[src/rtl/emmc_blk_arb.sv]
// emmc_blk_arb: two-requester round-robin arbiter/sequencer issuing one single-block
// command per grant to the eMMC block state machine. Optional watchdog: EMMC_ARB_TIMEOUT_EN.
module emmc_blk_arb #(
  parameter int unsigned BLK_BYTES   = 512,
  parameter int unsigned TIMEOUT_CYC = 2**20
) (
  input  logic       clk_i,
  input  logic       arst_i,
  input  logic [1:0] req_i,
  input  logic [1:0] req_we_i,
  input  logic [7:0] wdat0_i,
  input  logic [7:0] wdat1_i,
  output logic [1:0] gnt_o,
  output logic [1:0] wrd_o,
  output logic [7:0] rdat_o,
  output logic [1:0] rvld_o,
  output logic [1:0] done_o,
  output logic [1:0] err_o,
  output logic       sm_we_o,
  output logic       sm_start_o,
  output logic [7:0] sm_dat_o,
  input  logic [7:0] sm_dat_i,
  input  logic       sm_dvalid_i,
  input  logic       sm_ready_i
);

  localparam int unsigned CW = $clog2(BLK_BYTES + 1);
  localparam logic [CW-1:0] CNT_FULL = CW'(BLK_BYTES);

  typedef enum logic [2:0] {
    IDLE, ISSUE, WAIT_ACK, XFER, DONE
`ifdef EMMC_ARB_TIMEOUT_EN
    , DRAIN
`endif
  } state_e;

  state_e        state_q, state_d;
  logic          owner_q, owner_d;
  logic          we_q, we_d;
  logic          last_q, last_d;
  logic [CW-1:0] cnt_q, cnt_d;
  logic [1:0]    gnt_q, gnt_d;
  logic          start_q, start_d;
  logic [1:0]    done_q, done_d;
  logic [1:0]    err_q, err_d;
  logic          win;
  logic [1:0]    owner_oh;

`ifdef EMMC_ARB_TIMEOUT_EN
  localparam int unsigned WW = $clog2(TIMEOUT_CYC + 1);
  logic [WW-1:0] wdog_q, wdog_d;
`endif

  // Priority goes to the requester after the last served one.
  assign win      = last_q ? ~req_i[0] : req_i[1];
  assign owner_oh = 2'b01 << owner_q;

  always_comb begin
    // NOTE: every *_d gets a default first so no path leaves it unassigned (no latches).
    state_d = state_q;
    owner_d = owner_q;
    we_d    = we_q;
    last_d  = last_q;
    cnt_d   = cnt_q;
    gnt_d   = gnt_q;
    start_d = 1'b0;
    done_d  = 2'b00;
    err_d   = 2'b00;
`ifdef EMMC_ARB_TIMEOUT_EN
    wdog_d  = wdog_q;
`endif
    unique case (state_q)
      IDLE: begin
        if (sm_ready_i && (req_i != 2'b00)) begin
          owner_d = win;
          we_d    = req_we_i[win];
          gnt_d   = 2'b01 << win;
          start_d = 1'b1;
          state_d = ISSUE;
        end
      end
      ISSUE: begin
        cnt_d   = '0;
`ifdef EMMC_ARB_TIMEOUT_EN
        wdog_d  = '0;
`endif
        state_d = WAIT_ACK;
      end
      WAIT_ACK: begin
        if (!sm_ready_i) state_d = XFER;
      end
      XFER: begin
        if (sm_dvalid_i && (cnt_q != '1)) cnt_d = cnt_q + 1'b1;
        if (sm_ready_i) begin
          state_d = DONE;
          if (cnt_d == CNT_FULL) done_d = owner_oh;
          else                   err_d  = owner_oh;
        end
      end
      DONE: begin
        last_d  = owner_q;
        gnt_d   = 2'b00;
        state_d = IDLE;
      end
`ifdef EMMC_ARB_TIMEOUT_EN
      DRAIN: begin
        if (sm_ready_i) state_d = IDLE;
      end
`endif
      default: state_d = IDLE;
    endcase

`ifdef EMMC_ARB_TIMEOUT_EN
    // Watchdog overrides a normal XFER completion that lands on the same cycle.
    if ((state_q == WAIT_ACK) || (state_q == XFER)) begin
      wdog_d = wdog_q + 1'b1;
      if (wdog_d == WW'(TIMEOUT_CYC)) begin
        state_d = DRAIN;
        gnt_d   = 2'b00;
        done_d  = 2'b00;
        err_d   = owner_oh;
      end
    end
`endif
  end

  // NOTE: sequential state uses <= so every flop samples pre-edge values.
  always_ff @(posedge clk_i or posedge arst_i) begin
    if (arst_i) begin
      state_q <= IDLE;
      owner_q <= 1'b0;
      we_q    <= 1'b0;
      last_q  <= 1'b1;
      cnt_q   <= '0;
      gnt_q   <= 2'b00;
      start_q <= 1'b0;
      done_q  <= 2'b00;
      err_q   <= 2'b00;
`ifdef EMMC_ARB_TIMEOUT_EN
      wdog_q  <= '0;
`endif
    end else begin
      state_q <= state_d;
      owner_q <= owner_d;
      we_q    <= we_d;
      last_q  <= last_d;
      cnt_q   <= cnt_d;
      gnt_q   <= gnt_d;
      start_q <= start_d;
      done_q  <= done_d;
      err_q   <= err_d;
`ifdef EMMC_ARB_TIMEOUT_EN
      wdog_q  <= wdog_d;
`endif
    end
  end

  assign gnt_o      = gnt_q;
  assign done_o     = done_q;
  assign err_o      = err_q;
  assign sm_start_o = start_q;
  assign sm_we_o    = we_q;

  // Byte steering is qualified by the registered grant, so it is zero outside a transfer.
  assign sm_dat_o = gnt_q[1] ? wdat1_i : (gnt_q[0] ? wdat0_i : 8'h00);
  assign wrd_o    = gnt_q & {2{sm_dvalid_i &  we_q}};
  assign rvld_o   = gnt_q & {2{sm_dvalid_i & ~we_q}};
  assign rdat_o   = sm_dat_i;

endmodule

[config.mk]
export PLATFORM = sky130hd
export DESIGN_NAME = emmc_blk_arb
export DESIGN_NICKNAME = d
export VERILOG_FILES = /design/src/rtl/emmc_blk_arb.sv
export SDC_FILE = /design/constraint.sdc
export NUM_CORES = 1
export LEC_CHECK = 0
export CORE_ASPECT_RATIO = 1.5
export CORE_MARGIN = 10
export CORE_UTILIZATION = 35
export CTS_CLUSTER_DIAMETER = 30
export DETAILED_ROUTE_END_ITERATION = 16
export HOLD_SLACK_MARGIN = 0.05
export PLACE_DENSITY = 0.78
export SYNTH_ARGS = -nofsm -noshare
export SYNTH_HDL_FRONTEND = slang
export SYNTH_SLANG_ARGS = --single-unit
export TNS_END_PERCENT = 1
[constraint.sdc]
create_clock -name clk_i -period 5.1 [get_ports clk_i]
set_input_delay 1.02 -clock clk_i [delete_from_list [all_inputs] [get_ports clk_i]]
set_output_delay 1.02 -clock clk_i [all_outputs]
set_load 0.01 [all_outputs]
==> results.md <==
- Fmax: between 200 and 300 MHz
- Synth-to-Final Area Change: 28.61%
- Io pins: 60
- CTS Hold Bufs: 0
- N_diodes: 0
- Core area: ~0.0040 mm^2
- Most used cell, CP: clkdlybuf4s50_1
- Routed via count divided by cell count: around 5.6
- Placed cells: ~240
- Post-Route Setup TNS: 0 ns
- Critical path type: in -> out
- Worst Skew: about 0.0083 ns
- Number of global-route vias before repair: between 1,000 and 1,500
- Clock Sinks: 23
- Worst-skew pair later-pin latency: ~0.27 ns
- Initial Util: 36.47%
- Chip width: slightly above 70 um
- Largest net degree at the start of global routing: 24
- Leak Pwr: 0.7604 nW
- Final setup viols: 0
- Asr flop ratio synth: 100.0%
- Drt pass-1 iters: 4
- HPWL after DPL: just over 3000 um
- Final period utilization: between 60% and 70%
- # Max-Cap Violations: 0
- CP Launch Type: primary input
- DRT iter0 DRCs: about 80
- Total CTS buffers: 3
- Yosys cell types: between 40 and 50
- Syn_area_per_cell: roughly 9 um^2
- Worst Path Max Fanout: 11
- Mapped Area: 0.001456 mm^2
- Least-Margin Pin Slew: between 0.8 and 0.9 ns
- Yosys top cell area share: ~38%
- Synth Warn #: 0
- Master of the slowest instance on the critical path: clkdlybuf4s50_1
- Detailed Route WL: a little under 4000 um
- Largest delay share family, worst path: buffers and inverters
- CP endpoint kind: output pin
- First-pass GRT wire length: between 6000 and 7000 um
- IO buf count: 43
- Post-CTS resize count: 0
- CP required: slightly above 4 ns
- Max-slew headroom: a little over two fifths
- Most used DFF post-synth: dfrtp_1
- Post-CTS Setup Inserts: 0
- Arr. time, crit path: between 2 and 2.5 ns
- Clk root buf: clkbuf_8
- Layout cell share with drive strength beyond 1: under 10%
- Die area: ~0.007 mm^2
- Top post-synthesis cells by area: dfrtp_1, a22o_1, nand2_1, nor2_1, buf_4
- HP Class: reg -> reg
- Fill count: 390
- Die height: around 99 um
- Number of synthesized flops with an enable pin: 0
- Sequential fraction of the synthesis area: around two fifths
- Power, Total: around 800 uW
- DR vias: about 1,300
- Max stage delay on crit path: roughly 0.7 ns
- GR Overflow Total: 0
- Max VDD drop: around 0.28 mV
- Final min period: between 3 and 4 ns
- Mapped Cells: approximately 160
- Synthesized flop and latch total: 23
- GR Util All Layers: between 10% and 20%
- Yosys top cell by area: dfrtp_1
- Final ANT Viol Nets: 0
- Cell chain of the critical path: clkdlybuf4s50_1, and3b_1, clkdlybuf4s50_1
- Wire per inst: 16.38 um
- Gp weighted congestion: roughly 0.9
- Rows: 28
- Initial antenna violation count: 0
- CTS clock-pin slew for the worst setup and hold paths: roughly 0.080 ns
- DR DRC count: 0
- Layout Nets: about 230
- Max Slew Vio Count: 0
- Pwr dens: about 430 mW/mm^2
- RSZ-0062 raised after global routing: no
- H-tree depth: 1
- CTS tree: built
- Final Non-Filler Cells: between 200 and 250
- Syn_nets: 197
- Status: finished, final reports clean
- Clk buf depth: 2
- Crit path buf inv count: 2
- Fin. Hold Viols: 0
-- routing by layer --
layer | vias to the layer above | GRT usage, % | wire [um]
met5 | - | 0 | 0
met4 | 0 | 3.372 | 47
met3 | 5 | 2.008 | 179
met2 | 36 | 21.22 | 2289
met1 | 647 | 11.12 | 1398
li1 | 654 | - | -
-- report_power, final --
group	internal [mW]	switching, mW
clock network	0.0546	0.0612
registers	0.235	0.0859
logic	0.197	0.174
total	0.487	0.321
-- final timing paths --
check                       startpoint  cells past startpoint  slack (ns)          to
max                        sm_dvalid_i                      3        1.61   rvld_o[0]
min                             last_q                      2        0.50      last_q
max reg2reg                   cnt_q[0]                      6        2.82   done_o[0]
min reg2reg                     last_q                      2        0.50      last_q
max in group asynchronous       arst_i                      2        3.34    cnt_q[5]
min in group asynchronous       arst_i                      2        1.22  state_q[2]
-- synthesized netlist by cell type (3+ instances only) --
master and count:
and3_1 6, nor4_1 4, a31oi_1 3, nand2_1 20, buf_6 3, o31ai_1 3
dfrtp_1 22, clkbuf_1 6, o21ai_0 8, inv_1 3, nor2_1 17, nand3_1 4
a21oi_1 11, nor2b_1 3, buf_4 8, a22o_1 11, mux2i_1 3
-- cells in the final DEF, fill, tap and decap left out, drive strengths merged, types with 2 or more instances in the layout --
master         instances
clkdlybuf4s50         43
clkbuf                 3
a21oi                 11
nand3                  6
or4                    2
nand2b                 2
and3b                  2
and3                   7
mux2i                  3
o31ai                  4
a22o                  11
a31oi                  3
inv                    3
o21ai                  8
nor2b                  3
dfrtp                 22
nand2                 20
nor4                   4
nor3b                  2
nor2                  17
-- worst reg2reg max path, cell delays in order (launching register included) --
cell	delay (ns)
dfrtp_1	0.45
ha_1	0.30
and3_1	0.20
nor4_1	0.47
o22ai_1	0.15
or4_1	0.52
nor2_1	0.13
-- logic make-up (layout without fill, tap and decap cells) --
group | after synthesis | count (layout) | share of synthesized area [%]
fa+ha+maj | 1 | 1 | 0.8590
mux | 4 | 4 | 2.835
xor+xnor | 1 | 1 | 0.6015
compound gates | 46 | 46 | 22.59
simple gates | 69 | 69 | 24.74
buf+inv | 20 | 50 | 8.763
flops | 23 | 23 | 39.61
-- sequential cells by signal, summed over array words and instances, names as in the netlist --
register / flops
last_q: 1
sm_start_o: 1
sm_we_o: 1
err_o: 2
done_o: 2
owner_q: 1
gnt_o: 2
cnt_q: 10
state_q: 3
-- final cells by class --
class	count	area [um^2]	share of cell area [%]
well taps	45	56.30	3.006
inverters	3	11.26	0.6012
clock inverters	1	5.005	0.2672
repair buffers	43	430.4	22.98
clock buffers	3	41.29	2.204
flip-flops and latches	23	576.8	30.79
multi-input cells	121	752.0	40.15
-- stage by stage --
stage	util, %	hold WS, ns	setup slack [ns]	cell area [um^2]
floorplan	-	0.4660	2.684	1456
global placement	45.74	0.4807	1.650	1827
detailed placement	45.74	0.4944	1.629	1827
CTS	46.90	0.5059	1.620	1873
global route	46.90	0.5466	1.547	1873
finish	46.90	0.4986	1.614	1873
Note: power is estimated with default switching activity, not from simulation.
